<file path="src/rtl/uart_packet_parser.sv">
// uart_packet_parser
//   Frames the raw uart_rx byte stream into {opcode, reserved, len_lo, len_hi, payload...}
//   packets. len is the little-endian total byte count including the 4-byte header.
//   Emits a one-cycle header pulse per packet. Payload bytes then leave on a valid/ready
//   stream through a single output register, with a last flag on the final byte.
//
//   Handshakes (both streams): a byte moves on a rising edge where valid and ready are both
//   high. A producer holds valid and data steady until that edge. Ready may depend
//   combinationally on the consumer's ready, but never on the producer's valid.
//
//   Optional feature: define PKT_TIMEOUT_EN to abort packets that stall mid-frame for
//   TIMEOUT_CYCLES cycles. The abort raises err_code 2'b10. Without the macro a stalled
//   packet waits indefinitely and no timeout logic is built.
module uart_packet_parser #(
  parameter int unsigned TIMEOUT_CYCLES = 120000
) (
  input  logic        clk_i,
  input  logic        rst_ni,
  input  logic [7:0]  rx_data_i,
  input  logic        rx_valid_i,
  output logic        rx_ready_o,
  output logic        hdr_valid_o,
  output logic [7:0]  opcode_o,
  output logic [15:0] payload_len_o,
  output logic [7:0]  data_o,
  output logic        data_valid_o,
  input  logic        data_ready_i,
  output logic        data_last_o,
  output logic        err_o,
  output logic [1:0]  err_code_o
);

  typedef enum logic [2:0] {
    S_IDLE,
    S_RSVD,
    S_LEN_LO,
    S_LEN_HI,
    S_PAYLOAD
  } state_e;

  // A timeout shorter than two cycles would abort every packet on its first gap.
  if (TIMEOUT_CYCLES < 2) begin : g_bad_timeout
    $error("TIMEOUT_CYCLES must be at least 2");
  end

  state_e      state_q;
  logic [7:0]  opcode_pend_q;
  logic [7:0]  opcode_q;
  logic [7:0]  len_lo_q;
  logic [15:0] payload_len_q;
  logic [15:0] remaining_q;
  logic [7:0]  data_q;
  logic        data_valid_q;
  logic        data_last_q;
  logic        hdr_valid_q;
  logic        err_q;
  logic [1:0]  err_code_q;

  logic        rx_ready;
  logic        accept;
  logic        pop;
  logic        timeout_hit;
  logic [15:0] len_full;

  // Header bytes are always taken. The opcode of the next packet and every payload byte
  // need space in the output register: either it is empty or it is drained this cycle.
  always_comb begin
    rx_ready = 1'b1;
    if (state_q == S_IDLE || state_q == S_PAYLOAD) begin
      rx_ready = !data_valid_q || data_ready_i;
    end
  end

  assign accept   = rx_valid_i && rx_ready;
  assign pop      = data_valid_q && data_ready_i;
  assign len_full = {rx_data_i, len_lo_q};

`ifdef PKT_TIMEOUT_EN
  logic [31:0] tmo_cnt_q;

  // The abort fires on the last idle cycle. A byte held by downstream back-pressure is
  // not a stall, so the timeout never fires while the output register is full.
  assign timeout_hit = (state_q != S_IDLE) && !accept && !data_valid_q &&
                       (tmo_cnt_q == TIMEOUT_CYCLES - 1);

  // Count stalled mid-packet cycles; any accept, IDLE, or an abort restarts the count.
  always_ff @(posedge clk_i or negedge rst_ni) begin
    if (!rst_ni) begin
      tmo_cnt_q <= '0;
    end else if (state_q == S_IDLE || accept || timeout_hit) begin
      tmo_cnt_q <= '0;
    end else if (!data_valid_q) begin
      tmo_cnt_q <= tmo_cnt_q + 32'd1;
    end
  end
`else
  assign timeout_hit = 1'b0;
`endif

  // Packet FSM with registered header, payload and error outputs.
  always_ff @(posedge clk_i or negedge rst_ni) begin
    if (!rst_ni) begin
      state_q       <= S_IDLE;
      opcode_pend_q <= '0;
      opcode_q      <= '0;
      len_lo_q      <= '0;
      payload_len_q <= '0;
      remaining_q   <= '0;
      data_q        <= '0;
      data_valid_q  <= 1'b0;
      data_last_q   <= 1'b0;
      hdr_valid_q   <= 1'b0;
      err_q         <= 1'b0;
      err_code_q    <= '0;
    end else begin
      hdr_valid_q <= 1'b0;
      err_q       <= 1'b0;
      // A pop empties the register unless a payload accept below reloads it.
      if (pop) begin
        data_valid_q <= 1'b0;
      end
      if (timeout_hit) begin
        err_q       <= 1'b1;
        err_code_q  <= 2'b10;
        remaining_q <= '0;
        state_q     <= S_IDLE;
      end else if (accept) begin
        case (state_q)
          S_IDLE: begin
            // Held aside so opcode_o keeps the previous header until this one completes.
            opcode_pend_q <= rx_data_i;
            state_q       <= S_RSVD;
          end
          S_RSVD: begin
            state_q <= S_LEN_LO;
          end
          S_LEN_LO: begin
            len_lo_q <= rx_data_i;
            state_q  <= S_LEN_HI;
          end
          S_LEN_HI: begin
            if (len_full < 16'd4) begin
              err_q      <= 1'b1;
              err_code_q <= 2'b01;
              state_q    <= S_IDLE;
            end else begin
              hdr_valid_q   <= 1'b1;
              opcode_q      <= opcode_pend_q;
              payload_len_q <= len_full - 16'd4;
              if (len_full == 16'd4) begin
                state_q <= S_IDLE;
              end else begin
                remaining_q <= len_full - 16'd4;
                state_q     <= S_PAYLOAD;
              end
            end
          end
          S_PAYLOAD: begin
            data_q       <= rx_data_i;
            data_valid_q <= 1'b1;
            data_last_q  <= (remaining_q == 16'd1);
            remaining_q  <= remaining_q - 16'd1;
            if (remaining_q == 16'd1) begin
              state_q <= S_IDLE;
            end
          end
          default: begin
            state_q <= S_IDLE;
          end
        endcase
      end
    end
  end

  assign rx_ready_o    = rx_ready;
  assign hdr_valid_o   = hdr_valid_q;
  assign opcode_o      = opcode_q;
  assign payload_len_o = payload_len_q;
  assign data_o        = data_q;
  assign data_valid_o  = data_valid_q;
  assign data_last_o   = data_last_q;
  assign err_o         = err_q;
  assign err_code_o    = err_code_q;

endmodule
</file>
<file path="config.mk">
export PLATFORM = sky130hd
export DESIGN_NAME = uart_packet_parser
export DESIGN_NICKNAME = d
export VERILOG_FILES = /design/src/rtl/uart_packet_parser.sv
export SDC_FILE = /design/constraint.sdc
export NUM_CORES = 1
export LEC_CHECK = 0
export ABC_CLOCK_PERIOD_IN_PS = 2400
export CAP_MARGIN = 30
export CORE_MARGIN = 1
export CORE_UTILIZATION = 40
export DETAILED_ROUTE_END_ITERATION = 8
export HOLD_SLACK_MARGIN = 0.15
export SKIP_CTS_REPAIR_TIMING = 1
export SYNTH_ARGS = -nofsm -noshare
export SYNTH_HDL_FRONTEND = slang
export SYNTH_SLANG_ARGS = --single-unit
</file>
<file path="constraint.sdc">
create_clock -name clk_i -period 2.4 [get_ports clk_i]
set_input_delay 0.6 -clock clk_i [delete_from_list [all_inputs] [get_ports clk_i]]
set_output_delay 0.6 -clock clk_i [all_outputs]
set_load 0.005 [all_outputs]
</file>
==> parameters.txt, run 1 <==
Parameter                              Value

Placed design
  Placed cell areas    around 0.0043 mm^2
  Half-perimeter wire length of the detailed placement result    6.13 mm
  GPL Wtd Cong    0.808
  Number of input and output port buffers inserted    between 40 and 50
  Placed Instances    ~500

Setup path
  Element type at the critical path start    primary input
  Capture point of the worst reg-to-reg path    payload_len_o[1]
  Setup crit start    data_ready_i
  Arrival time reported for the critical path endpoint    between 1.5 and 2 ns
  Worst Path Required    1.80 ns
  Crit-path leading delay family    buffers and inverters
  CP peak stage delay    about 0.4 ns
  Reg2reg setup slack    0.41 ns
  Startpoint of the worst register-to-register path    len_lo_q[7]
  Crit Path Max Fanout    2
  Cell type of the slowest stage on the worst timing path    clkdlybuf4s50_1
  Depth of the most critical reg-to-reg path    5
  Critical path buffers and inverters    2
  Worst setup EP type    primary output
  CP cell instances    clkdlybuf4s50_1 > nand2b_1 > or3_1 > dlymetal6s2s_1
  Setup crit end    rx_ready_o
  Category of the most critical setup path    in -> out
  Cell depth of the worst setup path    4

Detailed routing
  Final wirelength    approximately 8.6 mm
  Vias per cell    approximately 5.3
  Uppermost metal layer occupied by signal nets    met4
  Detail Route met3 WL    approximately 340 um
  Residual antenna-violating net count after detailed routing    0
  Routed WL per cell    roughly 16 um
  Starting DRC count in detailed routing    roughly 110
  Routed wire length on met2    between 3 and 4 mm
  Routed via count    approximately 2,800
  Detailed-routing wirelength on met1    around 4.3 mm
  DR pass1 iterations    4
  Post-route DRC    0

Logic synthesis
  Number of synthesis warnings    0
  Syn Inst Count    342
  Flop and latch count out of synthesis    72
  Distinct cell type count after synthesis    between 50 and 60
  Main synth FF type    dfrtp_1
  Number of flops mapped to enable cells by yosys    0
  Total standard cell area after synthesis    0.00350 mm^2
  Simple-gate share of the synthesized area    0.174
  Xor/xnor share of the synthesized area    0.0300
  Largest family of logic cells by synthesized area    simple AND/OR/NAND/NOR gates
  Multiplexer share of the synthesized area    0.0868
  Fraction of the mapped netlist area in adder cells    0.0143
  Share of the synthesized area in compound gates (AO/OA/AOI/OAI)    0.137
  Async S/R FF share, synth    1.00
  Sequential-to-total area share from yosys stat    0.514
  Post-Syn Nets    about 360
  Syn_area_per_cell    roughly 10 um^2

Floorplan
  Initial Utilization    0.420
  Io pins    51
  Vertical extent of the die    ~96 um
  Core area    roughly 0.0083 mm^2
  Width of the die    roughly 96 um
  Die area    between 0.009 and 0.01 mm^2
  Number of placement rows    33

Layout
  Layout cell share with drive strength beyond 1    0.212
  Antenna diode instance count    0
  Final cell utilization of the core    0.538
  Final nets    between 400 and 500
  Cell area after layout    roughly 0.0045 mm^2
  Number of cells in the finished layout apart from fillers    529
  Area added between synthesis and finish    28.0%

GRT
  Initial antenna violation count    0
  Largest net degree at the start of global routing    between 70 and 80
  Global-route wire length before repair    13.8 mm
  Global-route total usage across every layer    0.206
  Vias in the first global route    about 2,700
  Final global-route overflow total    0

Clock network
  Number of CTS-inserted buffers    9
  Clock-pin slew reported for the worst setup and hold paths after clock tree synthesis    0.08 ns
  Worst-Skew Late Latency    0.35 ns
  Root Buffer    clkbuf_8
  Maximum clock path buffer count    2
  Clock tree from TritonCTS    built
  Number of H-tree levels    3
  Total number of clock tree sinks    slightly above 70

Pwr
  Maximum vdd drop    ~0.35 mV
  Total Power    approximately 2.8 mW
  Leakage    about 2 nW
  Power per unit of standard cell area    619 mW/mm^2

Timing
  Fmax    451 MHz
  Setup repair after global routing missed its margin    false
  Clock skew after layout    around 0.011 ns
  Final TNS setup    0 ns
  Min cycle time layout    2.22 ns
  Final slew viol count    0
  Final setup violation count    0
  Hold Vio Cnt, Final    0
  Tightest Pin Transition    a little over 0.5 ns
  Max-slew headroom    0.654
  Final Cycle Share    0.924

Min path
  Worst min-delay path category    in -> async

Run
  Reported max-cap violation count    0

Run status
  Run status    completed
[logic make-up (layout without fill, tap and decap cells)]
logic type / Yosys count / after routing
multiplexers: 27 / 27
adder cells (fa/ha/maj): 4 / 4
buffers and inverters: 32 / 114
flip-flops: 72 / 72
other: 1 / 1
AND/OR/NAND/NOR: 121 / 121
XOR/XNOR: 12 / 12
AO/OA/AOI/OAI: 73 / 73
[layer usage]
| metal | GRT usage | vias up |
|---|---|---|
| met3 | 0.0455 | 13 |
| met1 | 0.294 | 1353 |
| li1 | - | 1355 |
| met5 | 0 | - |
| met2 | 0.305 | 69 |
| met4 | 0.0784 | 0 |
[registers in the layout (all words and copies together) (netlist names)]
signal / count
state_q: 3
remaining_q: 16
err_o: 1
err_code_o: 1
data_o: 8
payload_len_o: 16
data_valid_o: 1
opcode_pend_q: 8
len_lo_q: 8
hdr_valid_o: 1
data_last_o: 1
opcode_o: 8
[synth_stat cells (5+ instances only)]
master / number / share of area
a21oi_1: 16 / 0.023
and3_1: 5 / 0.0089
buf_2: 5 / 0.0071
clkbuf_1: 9 / 0.0096
dfrtp_1: 72 / 0.51
inv_1: 12 / 0.013
mux2_2: 27 / 0.087
nand2_1: 52 / 0.056
nand3_1: 6 / 0.0086
nor2_1: 21 / 0.022
nor3_1: 8 / 0.011
o21ai_0: 19 / 0.027
o22ai_1: 9 / 0.016
xor2_1: 8 / 0.020
[metrics by stage]
step	hold WS (ns)	setup slack (ns)
2_1_floorplan	0.304	0.473
3_3_place_gp	0.442	-0.109
3_5_place_dp	0.454	-0.109
4_1_cts	0.280	-0.122
5_1_grt	0.294	0.134
6_report	0.255	0.183
[cells in the final DEF, fill, tap and decap left out, types with 2 or more instances in the layout]
master / netlist / routed
and2_1: 4 / 4
o2bb2ai_1: 3 / 3
dfrtp_1: 72 / 72
clkinvlp_4: 0 / 2
nand2_1: 52 / 52
nor3_1: 8 / 8
nor2b_1: 2 / 2
a22oi_1: 2 / 2
a21oi_1: 16 / 16
nor2_1: 21 / 21
a21o_1: 3 / 3
inv_1: 12 / 12
o22ai_1: 9 / 9
a22o_1: 3 / 3
nor3b_1: 3 / 3
nor4_4: 2 / 2
nor4_1: 3 / 3
clkbuf_8: 0 / 10
mux2_2: 27 / 27
a2bb2oi_1: 4 / 4
clkdlybuf4s50_1: 0 / 47
clkinv_2: 0 / 2
or3_1: 4 / 4
o21ai_2: 2 / 2
o22a_1: 4 / 4
buf_4: 4 / 36
xor2_1: 8 / 8
xnor2_1: 4 / 4
nand3_1: 6 / 6
o21ai_0: 19 / 19
and3_1: 5 / 5
ha_1: 4 / 4
nand4_1: 2 / 2
[area by class of cell]
| cell class | instances | area [um^2] |
|---|---|---|
| Tap cell | 105 | 131 |
| Clock buffer | 10 | 138 |
| Sequential cell | 72 | 1800 |
| Timing Repair Buffer | 86 | 778 |
| Clock inverter | 5 | 33.8 |
| Fill cell | 772 | 3850 |
| Inverter | 13 | 48.8 |
| Multi-Input combinational cell | 238 | 1550 |
[worst min-delay path by stage]
| stage | from | end | slack (ns) | cells past startpoint |
|---|---|---|---|---|
| floorplan | rst_ni | data_last_o | 0.30 | 0 |
| detailed placement | opcode_pend_q[3] | opcode_o[3] | 0.45 | 2 |
| global placement | opcode_pend_q[7] | opcode_o[7] | 0.44 | 2 |
| CTS | rst_ni | hdr_valid_o | 0.28 | 2 |
| finish | rst_ni | hdr_valid_o | 0.26 | 2 |
| global route | rst_ni | hdr_valid_o | 0.29 | 2 |
[power breakdown]
part           total, mW  switching (mW)  leakage, nW  internal, mW
clock              0.868           0.473       0.0841         0.396
sequential          1.44           0.112        0.930          1.33
combinational      0.468           0.226         1.02         0.242
total               2.78           0.811         2.03          1.97
(Power assumes the default switching activity.)
==> run 2, diff against run 1 <==
CELL_PAD_IN_SITES_DETAIL_PLACEMENT = 1   (was default)
CELL_PAD_IN_SITES_GLOBAL_PLACEMENT = 1   (was default)
CTS_CLUSTER_DIAMETER = 30   (was default)
PLACE_DENSITY_LB_ADDON = 0.1   (was default)
==> run 2 against run 1 <==
Net effect: combinational power up 3%; non-clock buffer count down 1; sequential cell count unchanged; via count up 1.9%; final cell count unchanged; critical path type unchanged; largest cell class unchanged.
==> parameters.txt, run 2 (same netlist as run 1, synthesis figures left out) <==
Parameter                              Value

Timing
  Hold_ws    0.249 ns (was 0.255 ns)
  Min cycle time layout    2.24 ns (was 2.22 ns)
  Hold Vio Cnt, Final    0 (unchanged)
  Final setup violation count    0 (unchanged)
  Setup repair after global routing missed its margin    false (unchanged)
  Max-slew headroom    0.642 (was 0.654)
  Final slew viol count    0 (unchanged)
  Fmax    446 MHz (was 451 MHz)
  Final Cycle Share    0.935 (was 0.924)
  Tightest Pin Transition    0.533 ns (was 0.515 ns)
  Clock skew after layout    0.0136 ns (was 0.0113 ns)

Detailed routing
  Starting DRC count in detailed routing    156 (was 107)
  Post-route DRC    0 (unchanged)
  DR pass1 iterations    4 (unchanged)
  Final wirelength    9.53 mm (was 8.63 mm)
  Routed via count    2,842 (was 2,790)
  Residual antenna-violating net count after detailed routing    0 (unchanged)
  Vias per cell    5.37 (was 5.27)
  Routed WL per cell    18.0 um (was 16.3 um)

GRT
  Most used routing layer in global routing    met2 (unchanged)
  GRT met3 Usage    0.0391 (was 0.0455)
  Final global-route overflow total    0 (unchanged)
  Largest net degree at the start of global routing    73 (unchanged)
  Initial antenna violation count    0 (unchanged)
  Met1 capacity usage during global routing    0.325 (was 0.294)
  Global-route track usage on met2    0.375 (was 0.305)
  Global-route total usage across every layer    0.235 (was 0.206)
  Vias in the first global route    2,964 (was 2,712)
  Global-route wire length before repair    15.8 mm (was 13.8 mm)

Layout
  Fill cells    925 (was 772)
  Sequential cell area    0.00180 mm^2 (unchanged)
  Final nets    435 (was 436)
  Area added between synthesis and finish    30.2% (was 28.0%)
  Antenna diode instance count    0 (unchanged)
  Most common library cell in the layout ignoring fill and taps    dfrtp_1 (unchanged)
  Area used by multi-input combinational logic    0.00155 mm^2 (unchanged)
  Highest-count cells in the layout ignoring fill and taps    dfrtp_1, nand2_1, clkdlybuf4s50_1 (unchanged)
  Layout cell share with drive strength beyond 1    0.210 (was 0.212)

Setup path
  Crit Path Max Fanout    2 (unchanged)
  Cell type of the slowest stage on the worst timing path    clkdlybuf4s50_1 (unchanged)
  Worst Path Required    1.80 ns (about the same)
  Worst setup EP type    primary output (unchanged)
  CP cell instances    clkdlybuf4s50_1 > nand2b_1 > or3_1 > dlymetal6s2s_1 (unchanged)
  Element type at the critical path start    primary input (unchanged)
  Arrival time reported for the critical path endpoint    1.64 ns (was 1.62 ns)
  Category of the most critical setup path    in -> out (unchanged)
  CP peak stage delay    0.39 ns (about the same)

Clock network
  Number of CTS-inserted buffers    9 (unchanged)
  Root Buffer    clkbuf_8 (unchanged)
  Total number of clock tree sinks    72 (unchanged)
  Number of H-tree levels    3 (unchanged)
  Maximum clock path buffer count    2 (unchanged)
  Clock-pin slew reported for the worst setup and hold paths after clock tree synthesis    0.09 ns (was 0.08 ns)
  Clock tree from TritonCTS    built (unchanged)
  Worst-Skew Late Latency    0.36 ns (was 0.35 ns)

Min path
  Worst min-delay path category    in -> async (unchanged)

Pwr
  Power per unit of standard cell area    682 mW/mm^2 (was 619 mW/mm^2)
  Maximum vdd drop    0.360 mV (was 0.351 mV)
  Clock group share of total power    0.382 (was 0.313)
  NetSw    0.840 mW (was 0.811 mW)
  Fraction of power spent switching nets    0.270 (was 0.292)
  Total Power    3.11 mW (was 2.78 mW)
  Int Power    2.27 mW (was 1.97 mW)
  Leakage    2.07 nW (was 2.03 nW)
  Sequential power share    0.463 (was 0.519)
  Part of the total power dissipated in combinational logic    0.155 (was 0.168)

Floorplan
  Vertical extent of the die    95.6 um (unchanged)
  Core area    0.00834 mm^2 (unchanged)
  Width of the die    95.6 um (unchanged)
  Die area    0.00914 mm^2 (unchanged)
  Initial Utilization    0.420 (unchanged)
  Number of placement rows    33 (unchanged)
  Io pins    51 (unchanged)

Run
  Reported max-cap violation count    0 (unchanged)

Placed design
  Number of input and output port buffers inserted    49 (unchanged)
  GPL Wtd Cong    0.886 (was 0.808)
  Half-perimeter wire length of the detailed placement result    7.07 mm (was 6.13 mm)

Run status
  Run status    completed (unchanged)
run 2: area by class of cell:
type,count,area share
clock buffer,10,0.0280
clock inverter,6,0.0252
inverter,13,0.0107
multi-input combinational,238,0.341
sequential,72,0.395
tap,105,0.0288
timing repair buffer,85,0.172
run 2: per-stage QoR:
| step | util | worst slack (ns) | cell area [um^2] | instances | TNS [ns] |
|---|---|---|---|---|---|
| after floorplan | - | 0.473 | 3500 | 342 | 0 |
| after global placement | 0.518 | -0.108 | 4320 | 513 | -0.223 |
| after detailed placement | 0.518 | -0.139 | 4320 | 513 | -1.18 |
| after CTS | 0.547 | -0.152 | 4560 | 529 | -0.152 |
| after global routing | 0.547 | 0.0931 | 4560 | 529 | 0 |
| final | 0.547 | 0.155 | 4560 | 529 | 0 |
run 2: critical path, delay by kind of cell:
| kind | cells | cell delay [ns] |
|---|---|---|
| buffers and inverters | 2 | 0.55 |
| and+or+nand+nor | 2 | 0.49 |
run 2: final timing paths:
check | slack (ns) | end | cells after the start | start
min in group clk_i | 0.48 | opcode_o[1] | 2 | opcode_pend_q[1]
worst min-delay path | 0.25 | opcode_o[0] | 2 | rst_ni
worst max-delay path | 0.16 | rx_ready_o | 4 | data_ready_i
max in group asynchronous | 1.81 | remaining_q[5] | 2 | rst_ni
worst min register to register | 0.48 | opcode_o[1] | 2 | opcode_pend_q[1]
worst max register to register | 0.39 | payload_len_o[1] | 5 | len_lo_q[7]
run 2: power groups by stage:
stage	Combinational [mW]	Sequential [mW]	Clock, mW
final	0.483	1.44	1.19
after global routing	0.539	1.47	1.25
after CTS	0.491	1.44	1.21
after detailed placement	0.487	1.47	0
after global placement	0.468	1.46	0
after floorplan	0.270	1.44	0
run 2: layer usage:
| layer | up-vias | wire [um] |
|---|---|---|
| met5 | - | 0 |
| met4 | 0 | 142 |
| met3 | 14 | 382 |
| met2 | 63 | 4500 |
| met1 | 1417 | 4500 |
| li1 | 1348 | - |
